[config.mk]
export PLATFORM = sky130hd
export DESIGN_NAME = muldiv_unit
export DESIGN_NICKNAME = d
export VERILOG_FILES = /design/src/rtl/muldiv_pkg.sv /design/src/rtl/muldiv_signfix.sv /design/src/rtl/muldiv_unit.sv
export SDC_FILE = /design/constraint.sdc
export NUM_CORES = 1
export LEC_CHECK = 0
export BUFFER_PORTS_ARGS = -buffer_cell sky130_fd_sc_hd__buf_2
export CORE_AREA = 5 5 256 133
export CTS_BUF_LIST = sky130_fd_sc_hd__clkbuf_8
export DETAILED_ROUTE_END_ITERATION = 8
export DIE_AREA = 0 0 261 138
export GPL_TIMING_DRIVEN = 0
export PLACE_DENSITY = 0.74
export SLEW_MARGIN = 20
export SYNTH_ARGS = -nofsm -noshare
export SYNTH_HDL_FRONTEND = slang
export SYNTH_HIERARCHICAL = 1
export SYNTH_SLANG_ARGS = --single-unit
[constraint.sdc]
create_clock -name clk -period 3.45 [get_ports clk]
set_input_delay 0.345 -clock clk [delete_from_list [all_inputs] [get_ports clk]]
set_output_delay 0.345 -clock clk [all_outputs]
set_load 0.03 [all_outputs]
[src/rtl/muldiv_pkg.sv]
// rtl/muldiv_pkg.sv - shared constants and types for the multiply/divide unit
package muldiv_pkg;

  localparam int MULDIV_WIDTH = 32;

  localparam logic [1:0] OP_MULT  = 2'b00;
  localparam logic [1:0] OP_MULTU = 2'b01;
  localparam logic [1:0] OP_DIV   = 2'b10;
  localparam logic [1:0] OP_DIVU  = 2'b11;

  typedef enum logic [1:0] {
    ST_IDLE = 2'd0,
    ST_CALC = 2'd1,
    ST_FIX  = 2'd2
  } state_e;

endpackage

[src/rtl/muldiv_signfix.sv]
// rtl/muldiv_signfix.sv - conditional two's-complement negation (abs on input, sign fix on output)
module muldiv_signfix #(
  parameter int W = 32
) (
  input  logic [W-1:0] val_i,
  input  logic         neg_i,
  output logic [W-1:0] val_o
);

  // Feeding the operand's own sign bit as neg_i turns this into abs()
  assign val_o = neg_i ? (~val_i + {{(W-1){1'b0}}, 1'b1}) : val_i;

endmodule

[src/rtl/muldiv_unit.sv]
// rtl/muldiv_unit.sv - iterative MULT/MULTU/DIV/DIVU unit with private HI/LO registers
module muldiv_unit
  import muldiv_pkg::*;
#(
  parameter int WIDTH = MULDIV_WIDTH
) (
  input  logic             clk,
  input  logic             reset,
  input  logic             start,
  input  logic [1:0]       op,
  input  logic [WIDTH-1:0] a,
  input  logic [WIDTH-1:0] b,
  input  logic             hi_we,
  input  logic             lo_we,
  input  logic [WIDTH-1:0] wdata,
  output logic             busy,
  output logic             done,
  output logic             div_by_zero,
  output logic [WIDTH-1:0] hi,
  output logic [WIDTH-1:0] lo
);

  state_e               state_q, state_d;
  logic [5:0]           cnt_q, cnt_d;
  // Multiply: {partial product, multiplier}. Divide: {remainder, dividend/quotient}.
  logic [2*WIDTH-1:0]   acc_q, acc_d;
  // Multiplicand for multiply, divisor for divide
  logic [WIDTH-1:0]     opnd_q, opnd_d;
  logic                 is_div_q, is_div_d;
  // neg_lo covers the product (multiply) or the quotient (divide); neg_hi the remainder
  logic                 neg_lo_q, neg_lo_d;
  logic                 neg_hi_q, neg_hi_d;
  logic                 dbz_pend_q, dbz_pend_d;
  logic [WIDTH-1:0]     hi_q, hi_d, lo_q, lo_d;
  logic                 done_q, done_d;
  logic                 dbz_q, dbz_d;

  logic                 op_div, op_signed;
  logic [WIDTH-1:0]     a_abs, b_abs;
  logic [WIDTH:0]       mul_sum, div_shift, div_diff;
  logic [2*WIDTH-1:0]   mul_step, div_step, prod_fix;
  logic [WIDTH-1:0]     quo_fix, rem_fix;

  // Decode the operation class and signedness
  always_comb begin
    op_div    = 1'b0;
    op_signed = 1'b0;
    case (op)
      OP_MULT:  op_signed = 1'b1;
      OP_MULTU: op_signed = 1'b0;
      OP_DIV:   begin op_div = 1'b1; op_signed = 1'b1; end
      OP_DIVU:  op_div = 1'b1;
      default:  op_signed = 1'b0;
    endcase
  end

  muldiv_signfix #(.W(WIDTH)) u_abs_a (
    .val_i(a), .neg_i(op_signed & a[WIDTH-1]), .val_o(a_abs));
  muldiv_signfix #(.W(WIDTH)) u_abs_b (
    .val_i(b), .neg_i(op_signed & b[WIDTH-1]), .val_o(b_abs));
  muldiv_signfix #(.W(2*WIDTH)) u_fix_prod (
    .val_i(acc_q), .neg_i(neg_lo_q), .val_o(prod_fix));
  muldiv_signfix #(.W(WIDTH)) u_fix_quo (
    .val_i(acc_q[WIDTH-1:0]), .neg_i(neg_lo_q), .val_o(quo_fix));
  muldiv_signfix #(.W(WIDTH)) u_fix_rem (
    .val_i(acc_q[2*WIDTH-1:WIDTH]), .neg_i(neg_hi_q), .val_o(rem_fix));

  // Shift-add: add multiplicand into the upper half when the multiplier LSB is set, then shift right
  assign mul_sum  = {1'b0, acc_q[2*WIDTH-1:WIDTH]}
                  + (acc_q[0] ? {1'b0, opnd_q} : {(WIDTH+1){1'b0}});
  assign mul_step = {mul_sum, acc_q[WIDTH-1:1]};

  // Restoring division: shift in the next dividend bit and keep the subtraction if it did not borrow
  assign div_shift = acc_q[2*WIDTH-1:WIDTH-1];
  assign div_diff  = div_shift - {1'b0, opnd_q};
  assign div_step  = div_diff[WIDTH] ? {acc_q[2*WIDTH-2:0], 1'b0}
                                     : {div_diff[WIDTH-1:0], acc_q[WIDTH-2:0], 1'b1};

  // Next-state, datapath and HI/LO update selection
  always_comb begin
    state_d    = state_q;
    cnt_d      = cnt_q;
    acc_d      = acc_q;
    opnd_d     = opnd_q;
    is_div_d   = is_div_q;
    neg_lo_d   = neg_lo_q;
    neg_hi_d   = neg_hi_q;
    dbz_pend_d = dbz_pend_q;
    hi_d       = hi_q;
    lo_d       = lo_q;
    done_d     = 1'b0;
    dbz_d      = dbz_q;
    case (state_q)
      ST_IDLE: begin
        if (start) begin
          state_d    = ST_CALC;
          cnt_d      = 6'(WIDTH);
          is_div_d   = op_div;
          neg_lo_d   = op_signed & (a[WIDTH-1] ^ b[WIDTH-1]);
          neg_hi_d   = op_signed & a[WIDTH-1];
          dbz_pend_d = op_div & (b == {WIDTH{1'b0}});
          opnd_d     = op_div ? b_abs : a_abs;
          acc_d      = {{WIDTH{1'b0}}, (op_div ? a_abs : b_abs)};
        end else begin
          if (hi_we) hi_d = wdata;
          if (lo_we) lo_d = wdata;
        end
      end
      ST_CALC: begin
        acc_d = is_div_q ? div_step : mul_step;
        cnt_d = cnt_q - 6'd1;
        if (cnt_q == 6'd1) state_d = ST_FIX;
      end
      ST_FIX: begin
        // With a zero divisor the remainder path already reproduces the dividend
        if (is_div_q) begin
          hi_d = rem_fix;
          lo_d = dbz_pend_q ? {WIDTH{1'b1}} : quo_fix;
        end else begin
          hi_d = prod_fix[2*WIDTH-1:WIDTH];
          lo_d = prod_fix[WIDTH-1:0];
        end
        done_d  = 1'b1;
        dbz_d   = dbz_pend_q;
        state_d = ST_IDLE;
      end
      default: state_d = ST_IDLE;
    endcase
  end

  // State and register update with synchronous reset
  always_ff @(posedge clk) begin
    if (reset) begin
      state_q    <= ST_IDLE;
      cnt_q      <= 6'd0;
      acc_q      <= '0;
      opnd_q     <= '0;
      is_div_q   <= 1'b0;
      neg_lo_q   <= 1'b0;
      neg_hi_q   <= 1'b0;
      dbz_pend_q <= 1'b0;
      hi_q       <= '0;
      lo_q       <= '0;
      done_q     <= 1'b0;
      dbz_q      <= 1'b0;
    end else begin
      state_q    <= state_d;
      cnt_q      <= cnt_d;
      acc_q      <= acc_d;
      opnd_q     <= opnd_d;
      is_div_q   <= is_div_d;
      neg_lo_q   <= neg_lo_d;
      neg_hi_q   <= neg_hi_d;
      dbz_pend_q <= dbz_pend_d;
      hi_q       <= hi_d;
      lo_q       <= lo_d;
      done_q     <= done_d;
      dbz_q      <= dbz_d;
    end
  end

  assign busy        = (state_q != ST_IDLE);
  assign done        = done_q;
  assign div_by_zero = dbz_q;
  assign hi          = hi_q;
  assign lo          = lo_q;

endmodule

# After elaboration in Yosys (flattened, before gate mapping)
# Cells that the tools add are included.
# word_totals
memories	0
output_inout_bits	67
inputBits	103
ram_bits	0
latchBits	0
register_bits	174
elab_cells	82
romBits	0
# classes
multipliers	0
n_mux	29
shift	0
magnitude_cmp	0
n_bitwise	10
n_eq_ne	10
n_reduce_logical	13
add_sub_neg	8
div_mod_pow	0
# op_table
operator	n
two-way mux 32 bit	14
two-way mux 64 bit	4
adder 32 x 1 -> 32 bit, second input constant	4
inverter 32 bit	4
case mux 32 bit (2 select lines)	2
case mux 64 bit (2 select lines)	1
adder 64 x 1 -> 64 bit, second input constant	1
inverter 64 bit	1
adder 32 x 32 -> 33 bit	1
subtractor 33 x 32 -> 33 bit	1
zero test 32 bit	1
case mux 6 bit (2 select lines)	1
!= test 2 bit, second input constant	5
== test 2 bit, second input constant	3
== test 6 x 1 -> 1 bit, second input constant	1
two-way mux 6 bit	1
AND reduction 2 bit	3
AND reduction 3 bit	2
nonzero test 2 bit	3
subtractor 6 x 1 -> 6 bit, second input constant	1
bitwise AND 1 bit	4
zero test 2 bit	2
two-way mux 2 bit	2
case mux 2 bit (2 select lines)	1
4 further kinds	7

# Depth between registers and ports, before layout
# Gate-level depths: netlist of run 1.
# depth
depth_word	8
ltp_mapped	15
depth_no_buf	14

# Modules after synthesis
# The synthesis of run 1 kept the hierarchy.
# by_module_without_submodules
module	cells_each	area_each_um2	instances	seq_area_each_um2
muldiv_unit	1571	12359.4	1	3483.3
muldiv_signfix at u_abs_a ...	99	777.0	4	0.0
muldiv_signfix at u_fix_prod	206	1649.1	1	0.0

# Worst setup path before layout of run 1
# No wires, ideal clock.
# synth_path
path_type	flip-flop to flip-flop
start	reg acc_q[0]
end	reg acc_q[63]
t_required_ps	3390
synth_period_minus_slack_ps	3320
setup_slack_ps	130
setup_time_ps	60
path_stages_with_launch	16
arrival_time_ps	3260
n_path_buf	1
cell_sequence	dfxtp_1 > clkbuf_1 > and2_1 > ha_1 > inv_1 > fa_1 > nor2b_1 > o31ai_1 > a21oi_1 > a31oi_1 > o21ai_1 > nand4b_1 > a31oi_1 > nand3_1 > a2111oi_1 > a22o_1
# synth_between
elab_chain_len	4
# synth_rtl
item	line	source
start: declaration	muldiv_unit.sv:26	logic [2*WIDTH-1:0] acc_q, acc_d;
start signal: assignment	muldiv_unit.sv:136	acc_q <= '0;
start signal: assignment	muldiv_unit.sv:149	acc_q <= acc_d;
two-way mux 32 bit	muldiv_unit.sv:70	+ (acc_q[0] ? {1'b0, opnd_q} : {(WIDTH+1){1'b0}});
adder 32 x 32 -> 33 bit	muldiv_unit.sv:70	
two-way mux 64 bit	muldiv_unit.sv:110	acc_d = is_div_q ? div_step : mul_step;
case mux 64 bit (2 select lines)	muldiv_unit.sv:93	case (state_q)
# Every way passes these cells.
# A chain may end at the register's enable or synchronous reset.

# Worst setup path in the final report of run 1
# layout_path
start	reg acc_q[30]
end	reg hi_q[30] (netlist: hi[30])
# layout_between
elab_chain_len	5
# layout_rtl
item	line	source
inverter 64 bit	muldiv_signfix.sv:11	assign val_o = neg_i ? (~val_i + {{(W-1){1'b0}}, 1'b1}) : val_i;
adder 64 x 1 -> 64 bit	muldiv_signfix.sv:11	
two-way mux 64 bit	muldiv_signfix.sv:11	
via prod_fix[62]	muldiv_unit.sv:41	logic [2*WIDTH-1:0] mul_step, div_step, prod_fix;
two-way mux 32 bit	muldiv_unit.sv:116	if (is_div_q) begin
case mux 32 bit (2 select lines)	muldiv_unit.sv:93	
end signal: assignment	muldiv_unit.sv:155	hi_q <= hi_d;
end: declaration	muldiv_unit.sv:34	logic [WIDTH-1:0] hi_q, hi_d, lo_q, lo_d;
# The timed path passes the listed nets, and every way through them passes these cells.

==> flow_summary.json, run 1 <==
{
  "finalSetupViolations": 0,
  "min_path_type": "input pin to flip-flop",
  "synth-warning-count": 6,
  "die_y_um": 138,
  "start_kind": "flip-flop",
  "max-slew-margin-rel_pct": 30.9,
  "crit_family": "simple AND/OR/NAND/NOR gates",
  "max_freq_ghz": 0.294,
  "hpwl_mm": 50.2,
  "cts_tree": "done",
  "fin_util_pct": 61.2,
  "yosysSeqAreaShare_pct": 20.4,
  "drive_gt1_share_pct": 15.1,
  "power.density_nw_per_um2": 346,
  "postRouteAntennaNets": 0,
  "path_cells": "or4_4 > nor4_1 > nand4_2 > o41ai_1 > xnor2_1 > mux2i_1 > nand2_1 > o211ai_1 > a21oi_1",
  "clk_path_buf_depth": 2,
  "worst_pin_slew_ns": 1.04,
  "post-route-min-period_ns": 3.40,
  "status": "complete, no violations",
  "vias": 18133,
  "synthesis.area_um2": 17100,
  "syn_inst": 2173,
  "ys_types": 85,
  "synth_most_common_cell": "nand2_1",
  "cts_hold_buffers": 0,
  "drt_iter0_drc": 2390,
  "path_buf_inv": 0,
  "cp-end-kind": "flip-flop",
  "port_buffers": 168,
  "p_leak_nw": 7.33,
  "antenna_found_initial": 0,
  "die_width_um": 261,
  "core_area_um2": 31400,
  "grt_pass1_wl_mm": 95.0,
  "routedWlPerCell_um": 22.3,
  "die-area_um2": 36000,
  "fin_nets": 2546,
  "htree_levels": 4,
  "cts_root_buf": "clkbuf_8",
  "place_congestion": 1.05,
  "grt_max_degree": 17,
  "synth_area_per_cell_um2": 7.88,
  "grt_pass1_vias": 16379,
  "ys.flop_type": "dfxtp_1",
  "syn_nets": 2349,
  "finalCritPeriodShare_pct": 98.5,
  "slowest_delay_ns": 0.71,
  "drv_cap": 0,
  "insertion_delay_ns": 0.52,
  "yosys.area.top_type_share_pct": 20.4,
  "synth-edff-count": 0,
  "synth-async-reset-ratio_pct": 0,
  "yosysTopAreaCell": "dfxtp_1",
  "crit_fanout": 10,
  "drt_first_pass_iters": 5,
  "start_util_pct": 54.6,
  "cpMaxStageDelayCell": "nor4_1",
  "drc": 0,
  "crit_type": "flip-flop to flip-flop",
  "gr-total-overflow": 0,
  "max-vdd-ir-drop_mv": 0.225,
  "drt_wl_total_mm": 62.7,
  "stdcell_area_um2": 19200,
  "drv_slew": 0,
  "worstPathRequired_ns": 3.83,
  "grt_usage_pct": 33.2,
  "path_clk_slew_ns": 0.10,
  "syn_to_final_growth_pct": 12.2,
  "hold_viol": 0,
  "clock_skew_ns": 0.0140,
  "synth_seq_cells": 174,
  "row_count": 46,
  "pin_count": 170,
  "cts_made_buffers": 17,
  "place_area_um2": 18500,
  "synth.area.top_cells": "dfxtp_1 20%, xnor2_1 11%, mux2i_1 8.7%",
  "cts_sinks": 174,
  "viasPerCell": 6.44,
  "synthTopCellsByCount": "221 x nand2_1, 208 x xnor2_1, 174 x dfxtp_1, 157 x nor2_1",
  "crit_arrival_ns": 3.78
}
[power by group]
part / internal (mW) / switching, mW
registers: 2.15 / 0.283
clock network: 0.685 / 0.841
logic: 0.988 / 1.69
total: 3.83 / 2.82
[flip-flops by register name, indices dropped and copies added (netlist names)]
register and flops:
done 1, acc_q 64, hi 32, dbz_pend_q 1, is_div_q 1, opnd_q 32, state_q 2, neg_hi_q 1
neg_lo_q 1, div_by_zero 1, lo 32, cnt_q 6
[stage by stage]
stage / hold WS, ns / total power, mW / setup slack (ns) / TNS [ns] / std cells
finish: 0.112 / 6.64 / 0.0526 / 0 / 2816
global route: 0.109 / 6.93 / -0.0135 / -0.0145 / 2815
CTS: 0.101 / 6.52 / -0.0334 / -0.0334 / 2812
detailed placement: 0.443 / 5.01 / -1.43 / -18.95 / 2774
global placement: 0.439 / 4.98 / -1.31 / -17.75 / 2773
floorplan: 0.440 / 4.21 / 0.130 / 0 / 2173
[final cells by class]
class	count	area [µm²]
fill	2929	12200
tap	432	541
sequential	174	3520
timing repair buffer	179	936
multi-input combinational	1793	13000
inverter	68	255
buffer	137	578
clock inverter	13	138
clock buffer	19	262
antenna	1	2.50
[metal layers]
metal | vias up | GRT usage [%] | share of wire, %
met3 | 91 | 13.0 | 14
met2 | 924 | 47.3 | 41
met4 | 0 | 6.08 | 1.6
met1 | 8640 | 47.9 | 44
met5 | - | 0 | 0
li1 | 8478 | - | -
[worst reg2reg max path: stages (launching register included)]
cell      delay [ns]
dfxtp_1         0.49
or4_4           0.60
nor4_1          0.71
nand4_2         0.42
o41ai_1         0.45
xnor2_1         0.12
mux2i_1         0.19
nand2_1         0.08
o211ai_1        0.12
a21oi_1         0.09
[repair_timing]
action / in CTS / in global routing
resized for setup: 27 / 37
setup endpoints to repair: 33 / 32
setup buffers: 6 / 4
pin swaps: 5 / 9
[cell families (layout without fill, tap and decap cells)]
family	count (synthesis)	count (layout)	synth area share, %
xor gates and xnor gates	235	235	12.1
muxes	149	149	8.72
adders and majority gates	73	73	5.42
and+or+nand+nor	677	677	21.5
AOI/OAI and AO/OA	659	659	27.1
DFF	174	174	20.4
buffers and inverters	206	416	4.77
other	0	1	0
[cell usage in the layout, fill, tap and decap left out, drive strengths merged, types with 27 or more instances in the layout]
cell type  instances
nand2            221
o21ai            115
o221ai            33
ha                71
nor2             158
nand3             44
nor4              38
clkbuf           125
a211oi            41
inv               75
a21oi            148
mux2i            148
nor3              30
xor2              27
and2              37
o211ai            44
xnor2            208
o31ai             66
a311oi            35
o22ai             35
o41ai             50
buf              210
dfxtp            174
[worst paths after layout]
kind	cells after the start	start	slack, ns	to
setup / recovery	9	acc_q[30]	0.05	hi[30]
hold / removal	3	wdata[0]	0.11	lo[0]
setup reg to reg	9	acc_q[30]	0.05	hi[30]
hold reg to reg	2	hi[15]	0.46	hi[15]
No activity file was read; power rests on OpenSTA's default activity.
==> inputs of run 2 (changes only) <==
- CELL_PAD_IN_SITES_DETAIL_PLACEMENT: unset -> 2
- CELL_PAD_IN_SITES_GLOBAL_PLACEMENT: unset -> 2
- CORE_AREA: 5 5 256 133 -> 5 5 329 170
- DIE_AREA: 0 0 261 138 -> 0 0 334 175
- PLACE_DENSITY: 0.74 -> 0.75
==> flow_summary.json, run 2 (synthesis gave the netlist of run 1 again) <==
{
  "p_leak_nw": 7.48,
  "place_congestion": 0.921,
  "core_area_um2": 52900,
  "port_buffers": 168,
  "insertion_delay_ns": 0.54,
  "largest_register_ffs": 64,
  "row_count": 60,
  "min_from": "wdata[14]",
  "p_total_mw": 7.09,
  "cts_tree": "done",
  "top_register": "acc_q",
  "setup_ws_ns": -0.0778,
  "fin_nets": 2552,
  "cts_root_buf": "clkbuf_8",
  "crit_fanout": 10,
  "postRouteAntennaNets": 0,
  "finalSetupViolations": 1,
  "pin_count": 170,
  "top_usage_layer": "met1",
  "start_util_pct": 32.4,
  "syn_to_final_growth_pct": 17.1,
  "layout_common_cells": "221 x nand2_1, 207 x xnor2_1, 169 x buf_2, 155 x nor2_1, 147 x mux2i_1",
  "stdcell_area_um2": 20000,
  "cp-end-kind": "flip-flop",
  "crit_path_start": "acc_q[4]",
  "place_area_um2": 18900,
  "post-route-min-period_ns": 3.53,
  "drt_wl_total_mm": 89.0,
  "drive_gt1_share_pct": 18.5,
  "die_width_um": 334,
  "viasPerCell": 6.14,
  "drc": 0,
  "drv_cap": 0,
  "worst_pin_slew_ns": 1.26,
  "drv_slew": 0,
  "max-vdd-ir-drop_mv": 0.259,
  "cts_made_buffers": 17,
  "grt_use_met1_pct": 45.5,
  "gr-total-overflow": 0,
  "drt_first_pass_iters": 6,
  "max-slew-margin-rel_pct": 16.3,
  "cts_sinks": 174,
  "cts_hold_buffers": 0,
  "violations": "negative setup slack",
  "clk_path_buf_depth": 2,
  "grt_usage_pct": 29.2,
  "htree_levels": 4,
  "rsz0062_at_grt": "yes",
  "antenna_found_initial": 4,
  "vias": 19036,
  "hold_viol": 0,
  "finalCritPeriodShare_pct": 102,
  "final_common_cell": "nand2_1",
  "die_y_um": 175,
  "min_path_type": "input pin to flip-flop",
  "grt_use_met2_pct": 39.8,
  "crit_arrival_ns": 3.92,
  "num_antenna_cells": 0,
  "crit_type": "flip-flop to flip-flop",
  "grt_max_degree": 19,
  "start_kind": "flip-flop",
  "hpwl_mm": 72.7,
  "worstPathRequired_ns": 3.84,
  "use_met3_pct": 8.02,
  "clock_skew_ns": 0.0224,
  "status": "finished, violations left",
  "reg2reg_from": "acc_q[4]",
  "grt_pass1_vias": 19287,
  "grt_pass1_wl_mm": 130,
  "die-area_um2": 58500,
  "path_clk_slew_ns": 0.12,
  "drt_iter0_drc": 1859,
  "max_freq_ghz": 0.283,
  "routedWlPerCell_um": 28.7,
  "power.density_nw_per_um2": 354
}
## run 2: repair_timing
action                     CTS  global route
setup buffers               16             7
pin swaps                   15            15
gates resized for setup     84            89
setup endpoints to repair   34            41
## run 2: metal layers
| metal | share of wire [%] | wire [µm] | vias up |
|---|---|---|---|
| met1 | 51 | 45000 | 9794 |
| met3 | 9.5 | 8430 | 64 |
| li1 | - | - | 8485 |
| met5 | 0.030 | 27 | - |
| met4 | 1.0 | 911 | 4 |
| met2 | 39 | 34600 | 689 |
## run 2: worst max-delay path, cell delays in order (launching register included)
cell      delay (ns)
dfxtp_1         0.49
or4_4           0.65
nor3_2          0.51
nand3_2         0.31
o31ai_1         0.33
xnor2_1         0.11
o221ai_1        0.76
a311oi_1        0.21
## run 2: worst paths after layout
path                                to  slack, ns  depth (start not counted)
worst max-delay path            lo[23]      -0.08                          7
worst min-delay path            lo[14]       0.06                          3
worst max register to register  lo[23]      -0.08                          7
worst min register to register  hi[24]       0.46                          2
## run 2: stage by stage
stage	setup slack (ns)	hold WS, ns	TNS [ns]	instances	util, %
floorplan	0.130	0.440	0	2173	-
global placement	-1.65	0.444	-28.69	3054	35.7
detailed placement	-1.75	0.446	-31.89	3055	35.7
CTS	-0.0212	0.0319	-0.0212	3097	37.2
global route	-0.0983	0.0562	-0.219	3102	37.9
finish	-0.0778	0.0643	-0.0778	3102	37.9
## run 2: power breakdown
| group | leakage [nW] | switching (mW) | internal, mW |
|---|---|---|---|
| Clock | 0.196 | 1.02 | 0.561 |
| Sequential | 1.45 | 0.320 | 2.15 |
| Combinational | 5.84 | 1.97 | 1.07 |
## run 2: area by class of cell
| cell class | instances | area [µm²] |
|---|---|---|
| Buffer | 130 | 581 |
| Clock buffer | 18 | 248 |
| Clock inverter | 14 | 145 |
| Fill cell | 6094 | 32800 |
| Inverter | 68 | 258 |
| Multi-Input combinational cell | 1793 | 13300 |
| Sequential cell | 174 | 3580 |
| Tap cell | 713 | 892 |
| Timing Repair Buffer | 192 | 1060 |
